## src/rtl/issue_ctrl.sv

```systemverilog
// Issue controller: a single registered issue slot in front of execute,
// guarded by a per-register pending scoreboard and a one-deep memory-op
// tracker. An instruction is held back while any register it names is still
// pending, or while it is a memory op and another memory op is outstanding.
//
// Handshake: a transfer happens on a rising edge where valid && ready are both
// high. A producer holding valid keeps its payload stable until ready is seen.
// in_ready is combinational and depends only on present inputs and state.
// out_valid and out_* are registered, and they stay stable while out_ready is low.
module issue_ctrl (
  input  logic        clk,
  input  logic        rst_n,
  input  logic        in_valid,
  output logic        in_ready,
  input  logic [3:0]  ra_a,
  input  logic [3:0]  ra_b,
  input  logic [3:0]  ra_m,
  input  logic [3:0]  ra_d,
  input  logic        is_mem,
  output logic        out_valid,
  input  logic        out_ready,
  output logic [3:0]  out_ra_a,
  output logic [3:0]  out_ra_b,
  output logic [3:0]  out_ra_m,
  output logic [3:0]  out_ra_d,
  output logic        out_is_mem,
  input  logic        wb_valid,
  input  logic [3:0]  wb_addr,
  input  logic        mem_done,
  input  logic        flush,
  output logic [15:0] stall_cnt,
  output logic        dbg_state,
  output logic [15:0] dbg_pending,
  output logic        dbg_mem_busy
);

  typedef enum logic {EMPTY = 1'b0, FULL = 1'b1} slot_state_e;

  slot_state_e state_q;
  logic        out_valid_q;
  logic [3:0]  out_ra_a_q, out_ra_b_q, out_ra_m_q, out_ra_d_q;
  logic        out_is_mem_q;
  logic [15:0] pending_q, pending_d;   // bit 0 is tied to zero
  logic        mem_busy_q, mem_busy_d;
  logic [15:0] stall_cnt_q;

  logic        wb_clr;
  logic [15:0] clr_mask;
  logic [15:0] live_pending;
  logic        reg_hazard;
  logic        hazard;
  logic        accept;
  logic        drain;
  logic        rollback;

  // Hazard detection: a writeback landing this cycle already frees its register.
  always_comb begin
    wb_clr       = wb_valid && (wb_addr != 4'd0);
    clr_mask     = wb_clr ? (16'h0001 << wb_addr) : 16'h0000;
    live_pending = pending_q & ~clr_mask;
    reg_hazard   = live_pending[ra_a] || live_pending[ra_b] ||
                   live_pending[ra_m] || live_pending[ra_d];
    hazard       = reg_hazard || (is_mem && mem_busy_q && !mem_done);
    in_ready     = ((state_q == EMPTY) || out_ready) && !hazard && !flush;
    accept       = in_valid && in_ready;
    drain        = out_valid_q && out_ready;
    // A flushed slot that was not issued gives back its scoreboard claims.
    rollback     = flush && (state_q == FULL) && !drain;
  end

  // Scoreboard next state: clears first, then an accept's set wins.
  always_comb begin
    pending_d = pending_q & ~clr_mask;
    if (rollback) begin
      pending_d = pending_d & ~(16'h0001 << out_ra_d_q);
    end
    if (accept && (ra_d != 4'd0)) begin
      pending_d = pending_d | (16'h0001 << ra_d);
    end
    pending_d[0] = 1'b0;

    mem_busy_d = mem_busy_q;
    if (mem_done) begin
      mem_busy_d = 1'b0;
    end
    if (rollback && out_is_mem_q) begin
      mem_busy_d = 1'b0;
    end
    if (accept && is_mem) begin
      mem_busy_d = 1'b1;
    end
  end

  // Issue-slot FSM with registered slot outputs.
  always_ff @(posedge clk or negedge rst_n) begin
    if (!rst_n) begin
      state_q      <= EMPTY;
      out_valid_q  <= 1'b0;
      out_ra_a_q   <= 4'd0;
      out_ra_b_q   <= 4'd0;
      out_ra_m_q   <= 4'd0;
      out_ra_d_q   <= 4'd0;
      out_is_mem_q <= 1'b0;
    end else if (flush) begin
      state_q     <= EMPTY;
      out_valid_q <= 1'b0;
    end else if (accept) begin
      state_q      <= FULL;
      out_valid_q  <= 1'b1;
      out_ra_a_q   <= ra_a;
      out_ra_b_q   <= ra_b;
      out_ra_m_q   <= ra_m;
      out_ra_d_q   <= ra_d;
      out_is_mem_q <= is_mem;
    end else if (drain) begin
      state_q     <= EMPTY;
      out_valid_q <= 1'b0;
    end
  end

  // Scoreboard and memory-busy registers.
  always_ff @(posedge clk or negedge rst_n) begin
    if (!rst_n) begin
      pending_q  <= 16'h0000;
      mem_busy_q <= 1'b0;
    end else begin
      pending_q  <= pending_d;
      mem_busy_q <= mem_busy_d;
    end
  end

  // Saturating count of cycles a valid instruction is held by a hazard.
  always_ff @(posedge clk or negedge rst_n) begin
    if (!rst_n) begin
      stall_cnt_q <= 16'h0000;
    end else if (in_valid && hazard && !flush && (stall_cnt_q != 16'hFFFF)) begin
      stall_cnt_q <= stall_cnt_q + 16'h0001;
    end
  end

  assign out_valid    = out_valid_q;
  assign out_ra_a     = out_ra_a_q;
  assign out_ra_b     = out_ra_b_q;
  assign out_ra_m     = out_ra_m_q;
  assign out_ra_d     = out_ra_d_q;
  assign out_is_mem   = out_is_mem_q;
  assign stall_cnt    = stall_cnt_q;
  assign dbg_state    = state_q;
  assign dbg_pending  = pending_q;
  assign dbg_mem_busy = mem_busy_q;

endmodule

```

## config.mk

```make
export PLATFORM = sky130hd
export DESIGN_NAME = issue_ctrl
export DESIGN_NICKNAME = d
export VERILOG_FILES = /design/src/rtl/issue_ctrl.sv
export SDC_FILE = /design/constraint.sdc
export NUM_CORES = 1
export LEC_CHECK = 0
export BUFFER_PORTS_ARGS = -buffer_cell sky130_fd_sc_hd__buf_2
export CELL_PAD_IN_SITES_DETAIL_PLACEMENT = 0
export CELL_PAD_IN_SITES_GLOBAL_PLACEMENT = 1
export CORE_ASPECT_RATIO = 0.6
export CORE_MARGIN = 3
export CORE_UTILIZATION = 30
export CTS_CLUSTER_SIZE = 40
export DETAILED_ROUTE_END_ITERATION = 12
export GPL_ROUTABILITY_DRIVEN = 0
export HOLD_SLACK_MARGIN = 0.1
export PLACE_DENSITY = 0.7
export RECOVER_POWER = 100
export SYNTH_ARGS = -nofsm -noshare
export SYNTH_HDL_FRONTEND = slang
export SYNTH_SLANG_ARGS = --single-unit
```

## constraint.sdc

```tcl
create_clock -name clk -period 3.9 [get_ports clk]
set_input_delay 0.78 -clock clk [delete_from_list [all_inputs] [get_ports clk]]
set_output_delay 0.78 -clock clk [all_outputs]
set_load 0.05 [all_outputs]
```

==> results of run 1 <==
==> cell type report <==
type	instances	area, sq um	area share [%]
clock buffers	6	139	3.69
clock inverters	2	38.8	1.03
inverters	6	22.5	0.598
multi-input cells	243	1720	45.6
flip-flops and latches	50	1250	33.2
well taps	135	169	4.49
repair buffers	91	428	11.4
==> through the flow <==
stage / power, W / worst slack [ns] / area (sq um) / util [%] / hold slack [ns]
2_1_floorplan: 0.00181 / 0.0521 / 3140 / - / 0.484
3_3_place_gp: 0.00219 / 0.0631 / 3710 / 37.0 / 0.478
3_5_place_dp: 0.00220 / 0.0605 / 3710 / 37.0 / 0.487
4_1_cts: 0.00273 / 0.0387 / 3890 / 38.8 / 0.431
5_1_grt: 0.00275 / 0.0375 / 3770 / 37.6 / 0.526
6_report: 0.00261 / 0.176 / 3770 / 37.6 / 0.500
==> synth_stat cells, types with 7 or more instances <==
cell      number
o21ai_0       17
nor2_1        16
nand3b_1       7
nand3_1        8
nor3_1         8
xor2_1        12
nand2b_1      12
nor2b_1        8
dfrtp_1       50
o22ai_1       12
mux2_2         8
nand2_1       22
mux2_4        12
clkbuf_1      10
nor4_1         8
==> worst max-delay path: stages <==
cell,delay [ns]
buf_2,0.12
or2_1,0.31
o21ai_0,0.39
o22ai_1,0.16
nor4_1,0.31
nand4_1,0.19
nor4_4,0.28
nand2_1,0.10
nor2_2,0.08
clkbuf_4,0.23
==> registers in the layout (all words and copies together) (netlist names) <==
name and count:
out_ra_d 4, stall_cnt 16, out_valid 1, out_ra_b 4, out_is_mem 1, out_ra_m 4, dbg_mem_busy 1, dbg_pending 15
out_ra_a 4
==> cells by family after synthesis <==
group                    synth area share [%]
AO/OA/AOI/OAI                            17.3
XOR/XNOR                                 3.62
adder cells (fa/ha/maj)                 0.398
buffers and inverters                    3.46
flip-flops                               39.8
multiplexers                             10.6
other                                   0.119
AND/OR/NAND/NOR                          24.7
==> final timing paths <==
path,from,end,slack (ns),cells after the start
hold reg to reg,out_ra_b[1]$_DFFE_PN0P_,out_ra_b[1]$_DFFE_PN0P_,0.50,1
setup reg to reg,dbg_pending[10]$_DFF_PN0_,stall_cnt[14]$_DFFE_PN0P_,1.10,9
min in group asynchronous,rst_n,stall_cnt[4]$_DFFE_PN0P_,0.66,1
setup / recovery,wb_addr[2],in_ready,0.18,10
hold / removal,out_ra_b[1]$_DFFE_PN0P_,out_ra_b[1]$_DFFE_PN0P_,0.50,1
max in group asynchronous,rst_n,dbg_pending[11]$_DFF_PN0_,1.01,2
==> timing repair <==
item	in CTS	in global routing
gates resized for setup	0	9
endpoints found under the setup margin	0	1
buffers inserted	0	2
endpoints found under the hold margin	0	0
==> power groups by stage <==
stage          sequential, W  combinational [W]  clock, W
2_1_floorplan        0.00137           0.000441         0
3_3_place_gp        0.000824            0.00137         0
3_5_place_dp        0.000829            0.00137         0
4_1_cts             0.000823            0.00137  0.000539
5_1_grt             0.000852            0.00133  0.000561
6_report            0.000825            0.00126  0.000526
==> routing by layer <==
metal	routed length [um]	GRT usage (%)	vias up	part of all wire (%)
li1	-	-	1358	-
met2	4020	23.1	187	39
met3	1080	5.29	11	11
met5	0	0	-	0
met1	5060	26.8	1456	49
met4	101	3.14	0	0.98
==> impl_metrics.tcl, run 1 <==
set metrics [dict create \
    nets 426 \
    ys_warn_count 0 \
    setup_viol 0 \
    ir_worst_vdd_v 0.000468 \
    yosys.area.top_type "dfrtp_1" \
    syn_to_final_growth_pct 19.9 \
    required_ns 3.12 \
    drive_above_1_share_pct 16.3 \
    track_usage_pct 17.2 \
    p_seq_share_pct 31.6 \
    synth.top_cells.by_area "dfrtp_1 40%, mux2_4 5.7%, xor2_1 3.3%" \
    clkSlewWorstSetupHoldPaths_ns 0.07 \
    clkSinkCount 50 \
    coreArea_sq_um 10000 \
    drv_cap 1 \
    maxSlewHeadroom_pct -19.5 \
    h-tree-depth 2 \
    fillerInstances 1077 \
    fin_crit_sh_pct 95.5 \
    rsz0062_at_grt "no" \
    clock_skew_ns 0.00759 \
    synth_edf_count 0 \
    totalWireLength_um 10300 \
    leakage_nw 1.51 \
    hpwl_um 7880 \
    clock_path_buffers 2 \
    syn_inst 316 \
    drt-initial-drc-count 266 \
    yosys.area.top_type_share_pct 39.8 \
    p_int_w 0.00130 \
    cts_tree "built" \
    hold_viol 0 \
    p_switching_w 0.00132 \
    tightest_slew_ns 1.79 \
    grt_first_pass_wirelength_um 16200 \
    yosysSeqAreaShare_pct 39.8 \
    clkPwrFrac_pct 20.1 \
    layout_common_cells "54 x clkbuf_1, 50 x dfrtp_1, 26 x buf_2, 22 x nand2_1, 15 x nor2_1" \
    cts_buffers 5 \
    ys_seq_elements 50 \
    hold_class "reg2reg" \
    final_cells 533 \
    antenna_found_initial 0 \
    antenna_cells 0 \
    clk_latency_ns 0.30 \
    worstPathArrival_ns 2.94 \
    wire_per_inst_um 19.3 \
    start_util_pct 31.4 \
    min_period_ns 3.72 \
    die_h_um 85.3 \
    syn_area_sq_um 3140 \
    place_inst 523 \
    violations "capacitance limit, slew limit" \
    avgViaCountPerCell 5.65 \
    rows 28 \
    ctsHoldBuffers 0 \
    drv_slew 32 \
    drc 0 \
    end_kind "primary output" \
    status "finished, violations left" \
    drtAntennaViolNets 0 \
    power.density_nw_per_um2 694 \
    dr.pass1.iters 5 \
    avgSynthCellArea_sq_um 9.94 \
    switching_share_pct 50.4 \
    syn_nets 345 \
    async_reset_ff_share_pct 100 \
    combPwrFrac_pct 48.3 \
    synthDistinctLibCells 55 \
    io_pins 81 \
    crit_type "in2out" \
    grt_max_degree 35 \
    ys.flop_type "dfrtp_1" \
    vias 3012 \
    layout_commonest_cell "clkbuf_1" \
    max_freq_mhz 269 \
    cp-start-kind "input pin" \
    cts_root_buf "clkbuf_16" \
    grt_pass1_vias 2808 \
    die_w_um 138 \
    tns_ns 0 \
    gr-total-overflow 0 \
    path_max_fanout 4 \
    portBuffers 79 \
    design.die.area_sq_um 11800 \
]
Power figures use the tool's default switching activity.
==> run 2, diff against run 1 <==
--- a/config.mk
+++ b/config.mk
@@ -6,8 +6,6 @@
 export NUM_CORES = 1
 export LEC_CHECK = 0
 export BUFFER_PORTS_ARGS = -buffer_cell sky130_fd_sc_hd__buf_2
-export CELL_PAD_IN_SITES_DETAIL_PLACEMENT = 0
-export CELL_PAD_IN_SITES_GLOBAL_PLACEMENT = 1
 export CORE_ASPECT_RATIO = 0.6
 export CORE_MARGIN = 3
 export CORE_UTILIZATION = 30
@@ -15,8 +13,9 @@
 export DETAILED_ROUTE_END_ITERATION = 12
 export GPL_ROUTABILITY_DRIVEN = 0
 export HOLD_SLACK_MARGIN = 0.1
-export PLACE_DENSITY = 0.7
+export PLACE_DENSITY = 0.58
 export RECOVER_POWER = 100
+export SLEW_MARGIN = 30
 export SYNTH_ARGS = -nofsm -noshare
 export SYNTH_HDL_FRONTEND = slang
 export SYNTH_SLANG_ARGS = --single-unit
==> run 2 against run 1 <==
Effect of this change: the flow still finishes with violations (capacitance limit, slew limit); sequential power is essentially flat; register-to-register slack lost 0.24 ns; hold slack lost 0.0074 ns; clock power shrank 14%; first-iteration DRC count shrank 28%; via count shrank 1.0%; flip-flop and latch count is the same; largest cell class unchanged; clock skew shrank 0.0040 ns; total power shrank 2.3%.
==> impl_metrics.tcl, run 2 (same netlist as run 1, synthesis figures left out) <==
set metrics [dict create \
    track_usage_pct 16.7 \
    totalWireLength_um 9880 \
    required_ns 3.12 \
    drv_cap 1 \
    worstPathArrival_ns 2.92 \
    hold_path_depth 1 \
    grt_first_pass_wirelength_um 15800 \
    timing.critical_path.buf_inv 2 \
    syn_to_final_growth_pct 19.3 \
    slowest_stage "or3b_1" \
    ir_worst_vdd_v 0.000382 \
    drt-initial-drc-count 191 \
    crit_type "in2out" \
    drive_above_1_share_pct 16.1 \
    min_period_ns 3.70 \
    coreArea_sq_um 10000 \
    drc 0 \
    tns_ns 0 \
    start_util_pct 31.4 \
    path_max_fanout 4 \
    path_delay_family "simple AND/OR/NAND/NOR gates" \
    critPathMaxStageDelay_ns 0.44 \
    clk_latency_ns 0.29 \
    nets 426 \
    violations "capacitance limit, slew limit" \
    cts_buffers 5 \
    max_freq_mhz 270 \
    h-tree-depth 2 \
    design.die.area_sq_um 11800 \
    gr-total-overflow 0 \
    drv_slew 33 \
    cts_tree "built" \
    fin_crit_sh_pct 94.9 \
    hold_class "reg2reg" \
    dr.pass1.iters 5 \
    cts_root_buf "clkbuf_16" \
    cp-start-kind "input pin" \
    post_cts_buffers 0 \
    worstPathCellList "clkbuf_1 -> or3b_1 -> o21ai_2 -> o22ai_1 -> nor4_1 -> nand4_1 -> nor4_4 -> nand2_1 -> nor2_2 -> buf_2" \
    die_w_um 138 \
    status "finished, violations left" \
    rsz0062_at_grt "no" \
    clock_skew_ns 0.00354 \
    clkSlewWorstSetupHoldPaths_ns 0.07 \
    io_pins 81 \
    wire_per_inst_um 18.5 \
    vias 2981 \
    largest_register_ffs 16 \
    avgViaCountPerCell 5.59 \
    drtAntennaViolNets 0 \
    antenna_found_initial 0 \
    fin_area_sq_um 3750 \
    leakage_nw 1.50 \
    hold_viol 0 \
    layout_common_cells "55 x clkbuf_1, 50 x dfrtp_1, 26 x buf_2, 22 x nand2_1, 15 x nor2_1" \
    die_h_um 85.3 \
    cp.depth 10 \
    clkSinkCount 50 \
    grt_max_degree 35 \
    antenna_cells 0 \
    end_kind "primary output" \
    hpwl_um 7620 \
    r2r_cells 10 \
    rows 28 \
    maxSlewHeadroom_pct -16.0 \
    tightest_slew_ns 1.74 \
    layout_commonest_cell "clkbuf_1" \
    grt_pass1_vias 2773 \
    setup_viol 0 \
    placed_cell_area_sq_um 3740 \
    portBuffers 79 \
    power.density_nw_per_um2 681 \
    clock_path_buffers 2 \
]
-- run 2: layout make-up --
cell class                 instances  area, sq um
clock buffer                       6          139
clock inverter                     2         12.5
fill                            1076         6270
inverter                           6         22.5
multi-input combinational        243         1720
sequential                        50         1250
tap                              135          169
timing repair buffer              91          437
-- run 2: final timing paths --
| kind | start | endpoint | slack, ns |
|---|---|---|---|
| max | wb_addr[1] | in_ready | 0.20 |
| min | out_ra_b[2]$_DFFE_PN0P_ | out_ra_b[2]$_DFFE_PN0P_ | 0.49 |
| max reg2reg | dbg_pending[3]$_DFF_PN0_ | dbg_pending[10]$_DFF_PN0_ | 0.86 |
| min reg2reg | out_ra_b[2]$_DFFE_PN0P_ | out_ra_b[2]$_DFFE_PN0P_ | 0.49 |
| max in group asynchronous | rst_n | dbg_mem_busy$_DFFE_PN0P_ | 1.06 |
| min in group asynchronous | rst_n | out_ra_a[3]$_DFFE_PN0P_ | 0.67 |
-- run 2: metal layers --
metal	vias up	part of all wire (%)	GRT usage (%)
met3	9	9.9	5.69
met1	1464	50	26.3
met4	0	0.69	3.23
li1	1355	-	-
met2	153	39	21.5
met5	-	0	0
-- run 2: repair_timing --
action	4_1_cts	5_1_grt
resized for setup	0	4
hold buffers	0	0
setup endpoints to repair	0	1
-- run 2: per-stage QoR --
step                      instances  total power [W]  util, %  setup slack, ns  hold WS, ns
final                           533          0.00255     37.4            0.198        0.492
after global routing            533          0.00268     37.4           0.0175        0.510
after detailed placement        525          0.00221     37.3            0.109        0.482
after global placement          525          0.00221     37.3            0.187        0.471
after CTS                       533          0.00268     38.8            0.102        0.446
after floorplan                 316          0.00181        -           0.0521        0.484
-- run 2: where the power goes --
group,internal (W),switching (W),total (W)
Combinational,0.000304,0.000973,0.00128
Sequential,0.000679,0.000146,0.000824
Clock,0.000254,0.000197,0.000451
-- run 2: worst reg2reg max path: stages, from the launching register on --
cell,delay [ns]
dfrtp_1,0.41
o21ai_1,0.15
buf_12,0.15
o32ai_1,0.10
nor4_1,0.30
nand4_1,0.19
nor4_4,0.27
clkbuf_1,0.62
nand3_4,0.14
buf_12,0.23
o32ai_1,0.36
==> run 3, diff against run 2 <==
--- a/config.mk
+++ b/config.mk
@@ -15,6 +15,7 @@
 export HOLD_SLACK_MARGIN = 0.1
 export PLACE_DENSITY = 0.58
 export RECOVER_POWER = 100
+export REMOVE_ABC_BUFFERS = 1
 export SLEW_MARGIN = 30
 export SYNTH_ARGS = -nofsm -noshare
 export SYNTH_HDL_FRONTEND = slang
==> run 3 against run 2 <==
Effect of this change: the flow still finishes with violations (capacitance limit, slew limit); clock skew rose by 0.0048 ns; sequential power barely moved; setup slack improved by 0.024 ns; count of clock-buffer cells in the layout fell by 1; flip-flop and latch count did not move; core utilization barely moved; critical path depth did not move; maximum frequency rose by 0.64%; final cell count rose by 0.19%; via count fell by 2.9%; largest cell class unchanged; highest routed layer unchanged.
==> impl_metrics.tcl, run 3 (same netlist as run 1, synthesis figures left out) <==
set metrics [dict create \
    hold_viol 0 \
    gr-total-overflow 0 \
    grt_first_pass_wirelength_um 15800 \
    drt-initial-drc-count 252 \
    grtUsageMet2_pct 21.2 \
    fillerInstances 1081 \
    p_switching_w 0.00132 \
    die_w_um 138 \
    p_int_w 0.00122 \
    r2r_cells 9 \
    totalWireLength_um 9780 \
    max_freq_mhz 272 \
    largest_register_ffs 16 \
    min_from "out_ra_b[1]$_DFFE_PN0P_" \
    use_met3_pct 6.48 \
    finalPower_w 0.00255 \
    clk_latency_ns 0.30 \
    rsz0062_at_grt "no" \
    drive_above_1_share_pct 16.0 \
    tightest_slew_ns 1.51 \
    ir_worst_vdd_v 0.000287 \
    crit_type "in2out" \
    post_cts_buffers 0 \
    clkPwrFrac_pct 18.2 \
    status "finished, violations left" \
    hold_path_depth 1 \
    clkSlewWorstSetupHoldPaths_ns 0.07 \
    hpwl_um 7510 \
    leakage_nw 1.50 \
    io_pins 81 \
    combPwrFrac_pct 49.5 \
    antenna_found_initial 0 \
    cts_buffers 5 \
    h-tree-depth 2 \
    drc 0 \
    coreArea_sq_um 10000 \
    r2r-end "out_ra_m[0]$_DFFE_PN0P_" \
    antenna_cells 0 \
    maxSlewHeadroom_pct -0.942 \
    rows 28 \
    register_area_sq_um 1250 \
    wire_per_inst_um 18.3 \
    drtAntennaViolNets 0 \
    cts_root_buf "clkbuf_16" \
    drv_cap 1 \
    drv_slew 29 \
    clock_path_buffers 2 \
    layout_common_cells "56 x clkbuf_1, 50 x dfrtp_1, 24 x buf_2, 22 x nand2_1, 16 x nor2_1" \
    use_met1_pct 25.9 \
    pre_cts_slack_ns 0.158 \
    switching_share_pct 52.0 \
    required_ns 3.12 \
    start_util_pct 31.4 \
    grt_max_degree 35 \
    path_max_fanout 4 \
    setup_ws_ns 0.222 \
    nets 427 \
    min_to "out_ra_b[1]$_DFFE_PN0P_" \
    cts_tree "built" \
    violations "capacitance limit, slew limit" \
    end_kind "primary output" \
    power.density_nw_per_um2 680 \
    cp-start-kind "input pin" \
    avgViaCountPerCell 5.42 \
    hold_class "reg2reg" \
    track_usage_pct 16.6 \
    dr.pass1.iters 4 \
    grt_pass1_vias 2798 \
    r2r_slack_ns 0.91 \
    design.die.area_sq_um 11800 \
    clkSinkCount 50 \
    portBuffers 79 \
    r2r-start "dbg_pending[8]$_DFF_PN0_" \
    die_h_um 85.3 \
    worstPathArrival_ns 2.90 \
    p_seq_share_pct 32.3 \
    multi_input_area_sq_um 1730 \
    min_period_ns 3.68 \
    grt_busiest_layer "met1" \
    fin_crit_sh_pct 94.3 \
    clock_skew_ns 0.00833 \
    layout_commonest_cell "clkbuf_1" \
    syn_to_final_growth_pct 19.2 \
    vias 2896 \
    setup_viol 0 \
]
[run 3: changes by cell type in the layout (fill, tap and decap cells not counted), sizes merged]
cell and delta:
inv +3, clkbuf +1, clkinv -1, clkinvlp -1, buf -1
[run 3: layer usage]
layer  wire length, um  up-vias
met4                66        0
met1              4950     1387
met2              3730      142
met5                 0        -
li1                  -     1360
met3              1040        7
[run 3: timing repair]
action	in CTS	in global routing
endpoints found under the hold margin	0	0
hold buffers	0	0
resized for setup	0	6
setup endpoints to repair	0	1
[run 3: stage by stage]
stage | hold slack [ns] | cell area, sq um | utilization (%) | setup TNS [ns] | instances
after floorplan | 0.484 | 3060 | - | -0.162 | 299
after global placement | 0.473 | 3730 | 37.2 | 0 | 526
after detailed placement | 0.485 | 3730 | 37.2 | 0 | 526
after CTS | 0.474 | 3880 | 38.7 | 0 | 534
after global routing | 0.522 | 3740 | 37.4 | 0 | 534
final | 0.494 | 3740 | 37.4 | 0 | 534
[run 3: critical path: stages]
cell	delay, ns
clkbuf_1	0.10
or3b_1	0.49
o21ai_2	0.23
o22ai_1	0.11
nor4_1	0.30
nand4_1	0.20
nor4_4	0.26
nand2_1	0.08
nor2_1	0.10
clkbuf_4	0.24
[run 3: area by class of cell]
| cell class | count | area share, % |
|---|---|---|
| multi-input cells | 243 | 46.1 |
| clock buffers | 5 | 3.34 |
| clock inverters | 3 | 0.702 |
| inverters | 6 | 0.602 |
| well taps | 135 | 4.51 |
| flip-flops and latches | 50 | 33.4 |
| repair buffers | 92 | 11.3 |
[run 3: how the worst max path moves through the flow]
stage                to  cells after the start  slack (ns)        from
5_1_grt        in_ready                     11        0.02  wb_addr[3]
3_5_place_dp   in_ready                     10        0.16  wb_addr[1]
6_report       in_ready                     10        0.22  wb_addr[1]
2_1_floorplan  in_ready                      8       -0.16  wb_addr[1]
3_3_place_gp   in_ready                     10        0.16  wb_addr[1]
4_1_cts        in_ready                     10        0.15  wb_addr[1]
[run 3: power groups by stage]
stage / combinational [W] / clock [W] / sequential [W]
CTS: 0.00137 / 0.000480 / 0.000817
floorplan: 0.000409 / 0 / 0.00138
finish: 0.00126 / 0.000464 / 0.000823
global placement: 0.00136 / 0 / 0.000822
global route: 0.00133 / 0.000497 / 0.000848
detailed placement: 0.00137 / 0 / 0.000825
